$ cat src/rtl/arm_imm_encoder_pkg.sv
// Shared definitions for the operand2 rotated-immediate encoder and decode path.
// imm12 layout matches instruction bits 11:0: rot4 in 11:8, imm8 in 7:0.
package arm_imm_encoder_pkg;

    localparam int DATA_W    = 32;
    localparam int IMM8_W    = 8;
    localparam int ROT_W     = 4;
    localparam int IMM12_W   = 12;
    localparam int ROT_STEPS = 16;

    localparam int IMM12_IMM8_LSB = 0;
    localparam int IMM12_IMM8_MSB = 7;
    localparam int IMM12_ROT_LSB  = 8;
    localparam int IMM12_ROT_MSB  = 11;

    typedef enum logic [1:0] {
        ST_IDLE   = 2'd0,
        ST_SEARCH = 2'd1,
        ST_DONE   = 2'd2
    } state_e;

    typedef struct packed {
        logic [ROT_W-1:0]  rot;
        logic [IMM8_W-1:0] imm8;
    } imm12_t;

    // Shifter-side decode: ROR(zero-extended imm8, 2*rot).
    function automatic logic [DATA_W-1:0] imm12_decode(input imm12_t f);
        logic [DATA_W-1:0]   ext;
        logic [2*DATA_W-1:0] dbl;
        logic [4:0]          shamt;
        ext   = {{(DATA_W-IMM8_W){1'b0}}, f.imm8};
        dbl   = {ext, ext};
        shamt = {f.rot, 1'b0};
        return dbl[shamt +: DATA_W];
    endfunction

endpackage

$ cat src/rtl/arm_imm_encoder_match.sv
// One-candidate rotated-immediate test: rotates the operand left by 2*rot and
// reports whether the result fits in the low 8 bits.
module arm_imm_match
    import arm_imm_encoder_pkg::*;
#(
    parameter int N = 32
) (
    input  logic [N-1:0]      operand,
    input  logic [ROT_W-1:0]  rot,
    output logic              match,
    output logic [IMM8_W-1:0] imm8
);

    logic [4:0]     shamt;
    logic [5:0]     base;
    logic [2*N-1:0] dbl;
    logic [N-1:0]   cand;

    // ROL by s is the N-bit window of {operand, operand} starting at N-s.
    assign shamt = {rot, 1'b0};
    assign base  = 6'(N) - {1'b0, shamt};
    assign dbl   = {operand, operand};
    assign cand  = dbl[base +: N];

    assign match = (cand[N-1:IMM8_W] == '0);
    assign imm8  = cand[IMM8_W-1:0];

endmodule

$ cat src/rtl/arm_imm_encoder.sv
// Iterative operand2 immediate encoder: one rotation per cycle, optional
// second pass on the inverted constant for MOV/MVN and AND/BIC substitution.
module arm_imm_encoder
    import arm_imm_encoder_pkg::*;
#(
    parameter int N         = 32,
    parameter int ROT_STEPS = 16
) (
    input  logic               clk,
    input  logic               reset,
    input  logic               start,
    input  logic [N-1:0]       value,
    input  logic               allow_invert,
    output logic               busy,
    output logic               done,
    output logic               found,
    output logic               inverted,
    output logic [IMM12_W-1:0] imm12
);

    localparam logic [ROT_W-1:0] ROT_LAST = ROT_W'(ROT_STEPS - 1);

    state_e            state_q,    state_d;
    logic [ROT_W-1:0]  rot_q,      rot_d;
    logic              pass_q,     pass_d;
    logic [N-1:0]      operand_q,  operand_d;
    logic              inv_en_q,   inv_en_d;
    logic              found_q,    found_d;
    logic              inverted_q, inverted_d;
    imm12_t            imm12_q,    imm12_d;

    logic              match;
    logic [IMM8_W-1:0] imm8;

    arm_imm_match #(.N(N)) u_match (
        .operand (operand_q),
        .rot     (rot_q),
        .match   (match),
        .imm8    (imm8)
    );

    always_comb begin
        // NOTE: every _d starts from its _q so no branch can leave a latch behind.
        state_d    = state_q;
        rot_d      = rot_q;
        pass_d     = pass_q;
        operand_d  = operand_q;
        inv_en_d   = inv_en_q;
        found_d    = found_q;
        inverted_d = inverted_q;
        imm12_d    = imm12_q;

        case (state_q)
            ST_IDLE: begin
                if (start) begin
                    operand_d  = value;
                    inv_en_d   = allow_invert;
                    rot_d      = '0;
                    pass_d     = 1'b0;
                    found_d    = 1'b0;
                    inverted_d = 1'b0;
                    imm12_d    = '0;
                    state_d    = ST_SEARCH;
                end
            end
            ST_SEARCH: begin
                // Smallest rotation wins; pass 0 is exhausted before pass 1.
                if (match) begin
                    imm12_d.rot  = rot_q;
                    imm12_d.imm8 = imm8;
                    found_d      = 1'b1;
                    inverted_d   = pass_q;
                    state_d      = ST_DONE;
                end else if (rot_q != ROT_LAST) begin
                    rot_d = rot_q + 1'b1;
                end else if (!pass_q && inv_en_q) begin
                    operand_d = ~operand_q;
                    rot_d     = '0;
                    pass_d    = 1'b1;
                end else begin
                    found_d = 1'b0;
                    imm12_d = '0;
                    state_d = ST_DONE;
                end
            end
            ST_DONE: begin
                state_d = ST_IDLE;
            end
            default: begin
                state_d = ST_IDLE;
            end
        endcase
    end

    always_ff @(posedge clk) begin
        // NOTE: non-blocking so every flop samples pre-edge values of the others.
        if (reset) begin
            state_q    <= ST_IDLE;
            rot_q      <= '0;
            pass_q     <= 1'b0;
            operand_q  <= '0;
            inv_en_q   <= 1'b0;
            found_q    <= 1'b0;
            inverted_q <= 1'b0;
            imm12_q    <= '0;
        end else begin
            state_q    <= state_d;
            rot_q      <= rot_d;
            pass_q     <= pass_d;
            operand_q  <= operand_d;
            inv_en_q   <= inv_en_d;
            found_q    <= found_d;
            inverted_q <= inverted_d;
            imm12_q    <= imm12_d;
        end
    end

    assign busy     = (state_q == ST_SEARCH);
    assign done     = (state_q == ST_DONE);
    assign found    = found_q;
    assign inverted = inverted_q;
    assign imm12    = imm12_q;

endmodule

$ cat config.mk
export PLATFORM = sky130hd
export DESIGN_NAME = arm_imm_encoder
export DESIGN_NICKNAME = d
export VERILOG_FILES = /design/src/rtl/arm_imm_encoder_pkg.sv /design/src/rtl/arm_imm_encoder_match.sv /design/src/rtl/arm_imm_encoder.sv
export SDC_FILE = /design/constraint.sdc
export NUM_CORES = 1
export LEC_CHECK = 0
export BUFFER_PORTS_ARGS = -buffer_cell sky130_fd_sc_hd__buf_2
export CORE_MARGIN = 1
export CORE_UTILIZATION = 60
export CTS_CLUSTER_DIAMETER = 80
export DETAILED_ROUTE_END_ITERATION = 8
export HOLD_SLACK_MARGIN = 0.12
export PLACE_DENSITY = 0.8
export SYNTH_ARGS = -nofsm -noshare
export SYNTH_HDL_FRONTEND = slang
export SYNTH_SLANG_ARGS = --single-unit
$ cat constraint.sdc
create_clock -name clk -period 7.5 [get_ports clk]
set_input_delay 1.125 -clock clk [delete_from_list [all_inputs] [get_ports clk]]
set_output_delay 1.125 -clock clk [all_outputs]
set_load 0.03 [all_outputs]
-- Word-level counts from Yosys, hierarchy flattened
Index checks and enable logic that the tools add are counted.
- $add $sub $neg: 2
- equal/unequal tests: 11
- shift operators: 1
- mux-type cells: 31
- bitwise gates (word level): 1
- reductions and logical operators: 11
- operators with widths (cell ; number):
    2-to-1 mux 32 bit ; 4
    one-hot mux 32 bit (2 select lines) ; 1
    variable part select 64 x 7 -> 32 bit ; 1
    2-to-1 mux 12 bit ; 4
    inverter 32 bit ; 1
    zero test 24 bit ; 1
    one-hot mux 12 bit (2 select lines) ; 1
    2-to-1 mux 4 bit ; 4
    2-to-1 mux 1 bit ; 8
    2-to-1 mux 2 bit ; 4
    one-hot mux 4 bit (2 select lines) ; 1
    AND reduction 4 bit ; 2
    != test 2 bit, second input constant ; 3
    != test 3 bit, second input constant ; 2
    one-hot mux 1 bit (2 select lines) ; 3
    AND reduction 3 bit ; 2
    subtractor 6 x 5 -> 6 bit, first input constant ; 1
    AND reduction 5 bit ; 1
    adder 4 x 1 -> 4 bit, second input constant ; 1
    != test 2 x 1 -> 1 bit, second input constant ; 2
    != test 4 bit, second input constant ; 1
    one-hot mux 2 bit (2 select lines) ; 1
    != test 3 x 1 -> 1 bit, second input constant ; 1
    == test 2 x 1 -> 1 bit, second input constant ; 1
    other kinds (6) ; 6
- flip-flop bits (word level): 54
- output and inout port bits: 16
- logic and storage cells: 66

-- Depth between registers and ports, before layout
- depth after elaboration: 6
- gate-level depth with buffers: 19
- depth with buffers taken out: 10

-- Modules after synthesis
From an unflattened synthesis, not the netlist that was laid out.
- cell total of the unflattened synthesis: 476
- area, all modules: 4464.3 um^2
- by module, submodules not included (module ; times used ; cells each ; area an instance (um^2) ; seq. area each (um^2)):
    arm_imm_encoder ; 1 ; 281 ; 2663.8 ; 1081.0
    arm_imm_match ; 1 ; 195 ; 1800.5 ; 0.0

-- Worst setup path after synthesis
Ideal clock, no wire load.
- kind: reg2reg
- start point: reg rot_q[0]
- end point: reg imm12_q (netlist bit imm12[6])
- library setup time: 0.117 ns
- data arrival time: 4.439 ns
- required time: 7.383 ns
- setup slack: 2.944 ns
- cell stages (with the launch flop): 18
- path buffers: 7
- period minus slack after synthesis: 4.556 ns
- cell sequence: dfxtp_1 > buf_2 > buf_2 > inv_1 > clkbuf_1 > clkbuf_1 > ha_1 > buf_2 > xor2_2 > mux4_2 > o221ai_1 > a32oi_1 > or4b_1 > a221oi_1 > buf_2 > o31ai_1 > buf_2 > a22o_1
- cells in the longest elaborated chain, start to end: 5
- elaborated cells between the ends (all ways): 9
- those cells by class: add/sub: 1; eq/ne: 3; shift: 1; mux: 2; reduce/logical: 2
- ends and longest elaborated chain (element ; RTL line ; text):
    from (decl) ; arm_imm_encoder.sv:24 ; logic [ROT_W-1:0] rot_q, rot_d;
    from (signal assigned) ; arm_imm_encoder.sv:108 ; rot_q <= rot_d;
    subtractor 6 x 5 -> 6 bit ; arm_imm_encoder_match.sv:21 ; assign base = 6'(N) - {1'b0, shamt};
    variable part select 64 x 7 -> 32 bit ; arm_imm_encoder_match.sv:23 ; assign cand = dbl[base +: N];
    zero test 24 bit ; arm_imm_encoder_match.sv:25 ; assign match = (cand[N-1:IMM8_W] == '0);
    != test 3 bit (no source line) / 2-to-1 mux 12 bit (equally long branches) ; - ;
    AND reduction 4 bit (no source line) / one-hot mux 12 bit (2 select lines) (equally long branches) ; - ;
    to (signal assigned) ; arm_imm_encoder.sv:114 ; imm12_q <= imm12_d;
    to (decl) ; arm_imm_encoder.sv:30 ; imm12_t imm12_q, imm12_d;
Parallel ways exist; a longest one is shown, timed or not.
A chain may end at the register's enable or synchronous reset.

-- Final worst setup path
- start point: reg rot_q[1]
- end point: reg operand_q[20]
- cells in the longest elaborated chain, start to end: 5
- elaborated cells between the ends (all ways): 7
- those cells by class: add/sub: 1; eq/ne: 3; shift: 1; reduce/logical: 2
- ends and longest elaborated chain (element ; RTL line ; text):
    subtractor 6 x 5 -> 6 bit ; arm_imm_encoder_match.sv:21 ;
    variable part select 64 x 7 -> 32 bit ; arm_imm_encoder_match.sv:23 ;
    zero test 24 bit ; arm_imm_encoder_match.sv:25 ;
    != test 2 bit (no source line) ; - ;
    AND reduction 5 bit (no source line) * ; - ;
    to (signal assigned) ; arm_imm_encoder.sv:110 ; operand_q <= operand_d;
    to (decl) ; arm_imm_encoder.sv:26 ; logic [N-1:0] operand_q, operand_d;
Every way passes the cells marked *; elsewhere a longest branch is shown, timed or not.

==> results.cfg <==
[setup_path]
cp_slowest_cell = ha_2
r2r-start = rot_q[1]$_SDFFE_PP0P_
crit_path_frequent_cell = buf_4
crit_path_start_kind = flop
end_kind = flop
crit_chain = inv_1 > ha_2 > buf_4 > mux4_2 > or4_1 > a211o_1 > a211oi_2 > a21oi_1 > a221oi_1 > buf_4 > o32a_1 > o32ai_1
rr_endpoint = operand_q[20]$_SDFFE_PP0P_
rrSetupSlack_ns = 2.42
crit_type = reg2reg
slowest_delay_ns = 0.91
cp.required_ns = 7.67
worstPathArrival_ns = 5.25
reg2reg_depth = 12
critPathMaxFanout = 40

[sta]
whs_ns = 0.463
setup_viol = 0
rsz0062_at_grt = no
fin_crit_ns = 5.08
clock.fmax_mhz = 197
final-hold-violation-count = 0
finClkSkew_ns = 0.00587
tns_ns = 0
drv_slew = 0
fin_crit_sh_pct = 67.7
tightest_slew_ns = 1.02
slew-limit-headroom_pct = 31.9
layout_setup_ws_ns = 2.42

[floorplan]
start_util_pct = 61.9
rows = 30
die_area_sq_um = 7350
die_w_microns = 85.7
die-height_microns = 85.7
ioPinCount = 52
core_sq_um = 6790

[synth]
synth_area_leaders = dfxtp_1 (26%), mux4_2 (11%), mux2i_1 (7.6%)
ys.flop_type = dfxtp_1
async_flop_share_pct = 0
ys_top_cells_by_count = nor2_1 (68), dfxtp_1 (54), nand2_1 (47), o21ai_0 (47), mux2i_1 (32)
synth_cells = 515
ys_warn_count = 0
synth_area_leader_cell = dfxtp_1
yosysMostFrequentCell = nor2_1
syn-cell-area_sq_um = 4210
synth-edff-count = 0
synth.lib_cells_used.distinct = 57
ys_seq_area_share_pct = 25.7
syn_area_per_cell_sq_um = 8.17
synth_seq_cells = 54
synth_fp_nets = 553
synth_top_area_share_pct = 25.7

[min_path]
min_from = inv_en_q$_SDFFE_PP0P_
min_path_cells = 2
hold_end = inv_en_q$_SDFFE_PP0P_
hp-class = reg2reg

[clock_network]
cts_buffers = 5
cts_setup_buffers = 0
cts_tree = yes
root_buffer = clkbuf_8
htreeDepth = 2
clk_pin_slew_worst_paths_ns = 0.10
clk_latency_ns = 0.31
hold_buffers = 0
cts.sinks = 54
clk_path_buf_depth = 2
post_cts_resize_count = 0

[detailed_routing]
vias_per_cell = 6.81
drc_errors = 0
wl_per_cell_microns = 19.5
drtIter0Drc = 667
detail-route-antenna-nets = 0
via_count = 4305
drt_wl_total_microns = 12300
firstDrtPassIters = 6

[global_routing]
grt_max_degree = 52
grt_pass1_vias = 3764
grt_usage_pct = 34.7
antenna_found_initial = 0
grt_pass1_wl_microns = 20000
gr-total-overflow = 0

[placement]
dp_slack_ns = 2.49
io_buffers = 51
post_dp_cell_area_sq_um = 4460
routabilityCongestion = 0.977
dp_hpwl_microns = 8820

[run]
maxCapViolCount = 0

[cells_and_area]
syn_to_final_growth_pct = 8.39
finalInstanceArea_sq_um = 4560
fin_util_pct = 67.1
antenna_cells = 0
layout-drive-gt1-share_pct = 19.8
finalNetCount = 573

[power_and_ir_drop]
power.density_nw_per_um2 = 218
p_leak_nw = 1.72
ir_drop_v = 0.000115

[run_status]
status = finished, final reports clean
per-stage QoR:
step	total power, W	cells
2_1_floorplan	0.000691	515
6_report	0.000994	632
5_1_grt	0.00105	632
4_1_cts	0.000983	632
3_3_place_gp	0.000802	624
3_5_place_dp	0.000805	624
logic make-up after synthesis:
logic type	synth area share, %
buffers and inverters	5.56
adders and majority gates	0.595
xor gates and xnor gates	1.43
and+or+nand+nor	19.4
muxes	20.2
DFF	25.7
AOI/OAI and AO/OA	27.1
placed cells by master (no fill, tap or decap), drive strengths merged, types with 7 or more instances in the layout:
master  Yosys  final
a211oi     12     12
a21oi      13     13
a22o        9      9
buf        24     61
dfxtp      54     54
inv         6      7
mux2        7      7
mux2i      32     32
mux4       20     20
nand2      47     47
nand3      12     12
nor2       68     68
nor3       19     19
o21a       11     11
o21ai      49     49
o32ai      22     22
routing by layer:
layer,vias up,routed length (microns),GRT usage [%]
li1,1999,-,-
met1,2022,5420,51.5
met2,252,5440,51.9
met3,32,1110,5.10
met4,0,370,11.1
met5,-,0,0
where the power goes:
group | internal, W | leakage [nW] | switching (W)
Combinational | 0.000193 | 1.23 | 0.000261
Clock | 0.0000763 | 0.0478 | 0.000102
Sequential | 0.000309 | 0.443 | 0.0000533
Total | 0.000578 | 1.72 | 0.000416
how the worst max path moves through the flow:
stage / to / slack [ns] / startpoint / depth (start not counted)
floorplan: imm12[6]$_SDFFE_PP0P_ / 2.94 / rot_q[0]$_SDFFE_PP0P_ / 17
global placement: operand_q[17]$_SDFFE_PP0P_ / 2.55 / rot_q[1]$_SDFFE_PP0P_ / 11
detailed placement: operand_q[20]$_SDFFE_PP0P_ / 2.49 / rot_q[1]$_SDFFE_PP0P_ / 12
CTS: operand_q[20]$_SDFFE_PP0P_ / 2.46 / rot_q[1]$_SDFFE_PP0P_ / 12
global route: operand_q[13]$_SDFFE_PP0P_ / 2.09 / rot_q[1]$_SDFFE_PP0P_ / 12
finish: operand_q[20]$_SDFFE_PP0P_ / 2.42 / rot_q[1]$_SDFFE_PP0P_ / 12
layout make-up:
class                           instances  area [sq um]
Multi-Input combinational cell        406          2900
Fill cell                             596          2240
Sequential cell                        54          1080
Timing Repair Buffer                   61           330
Tap cell                               96           120
Clock buffer                            6          82.6
Inverter                                7          26.3
Clock inverter                          2          16.3
sequential cells by signal (all words and copies together) (netlist names):
register / count
state_q: 2
rot_q: 4
inverted: 1
imm12: 12
inv_en_q: 1
pass_q: 1
operand_q: 32
found: 1
critical path, delay by kind of cell (launching register included):
kind / cells / cell delay, ns
AOI/OAI and AO/OA: 6 / 1.82
DFF: 1 / 0.48
and+or+nand+nor: 1 / 0.55
buffers and inverters: 3 / 0.76
adders and majority gates: 1 / 0.91
muxes: 1 / 0.39
No activity file was read; power rests on OpenSTA's default activity.
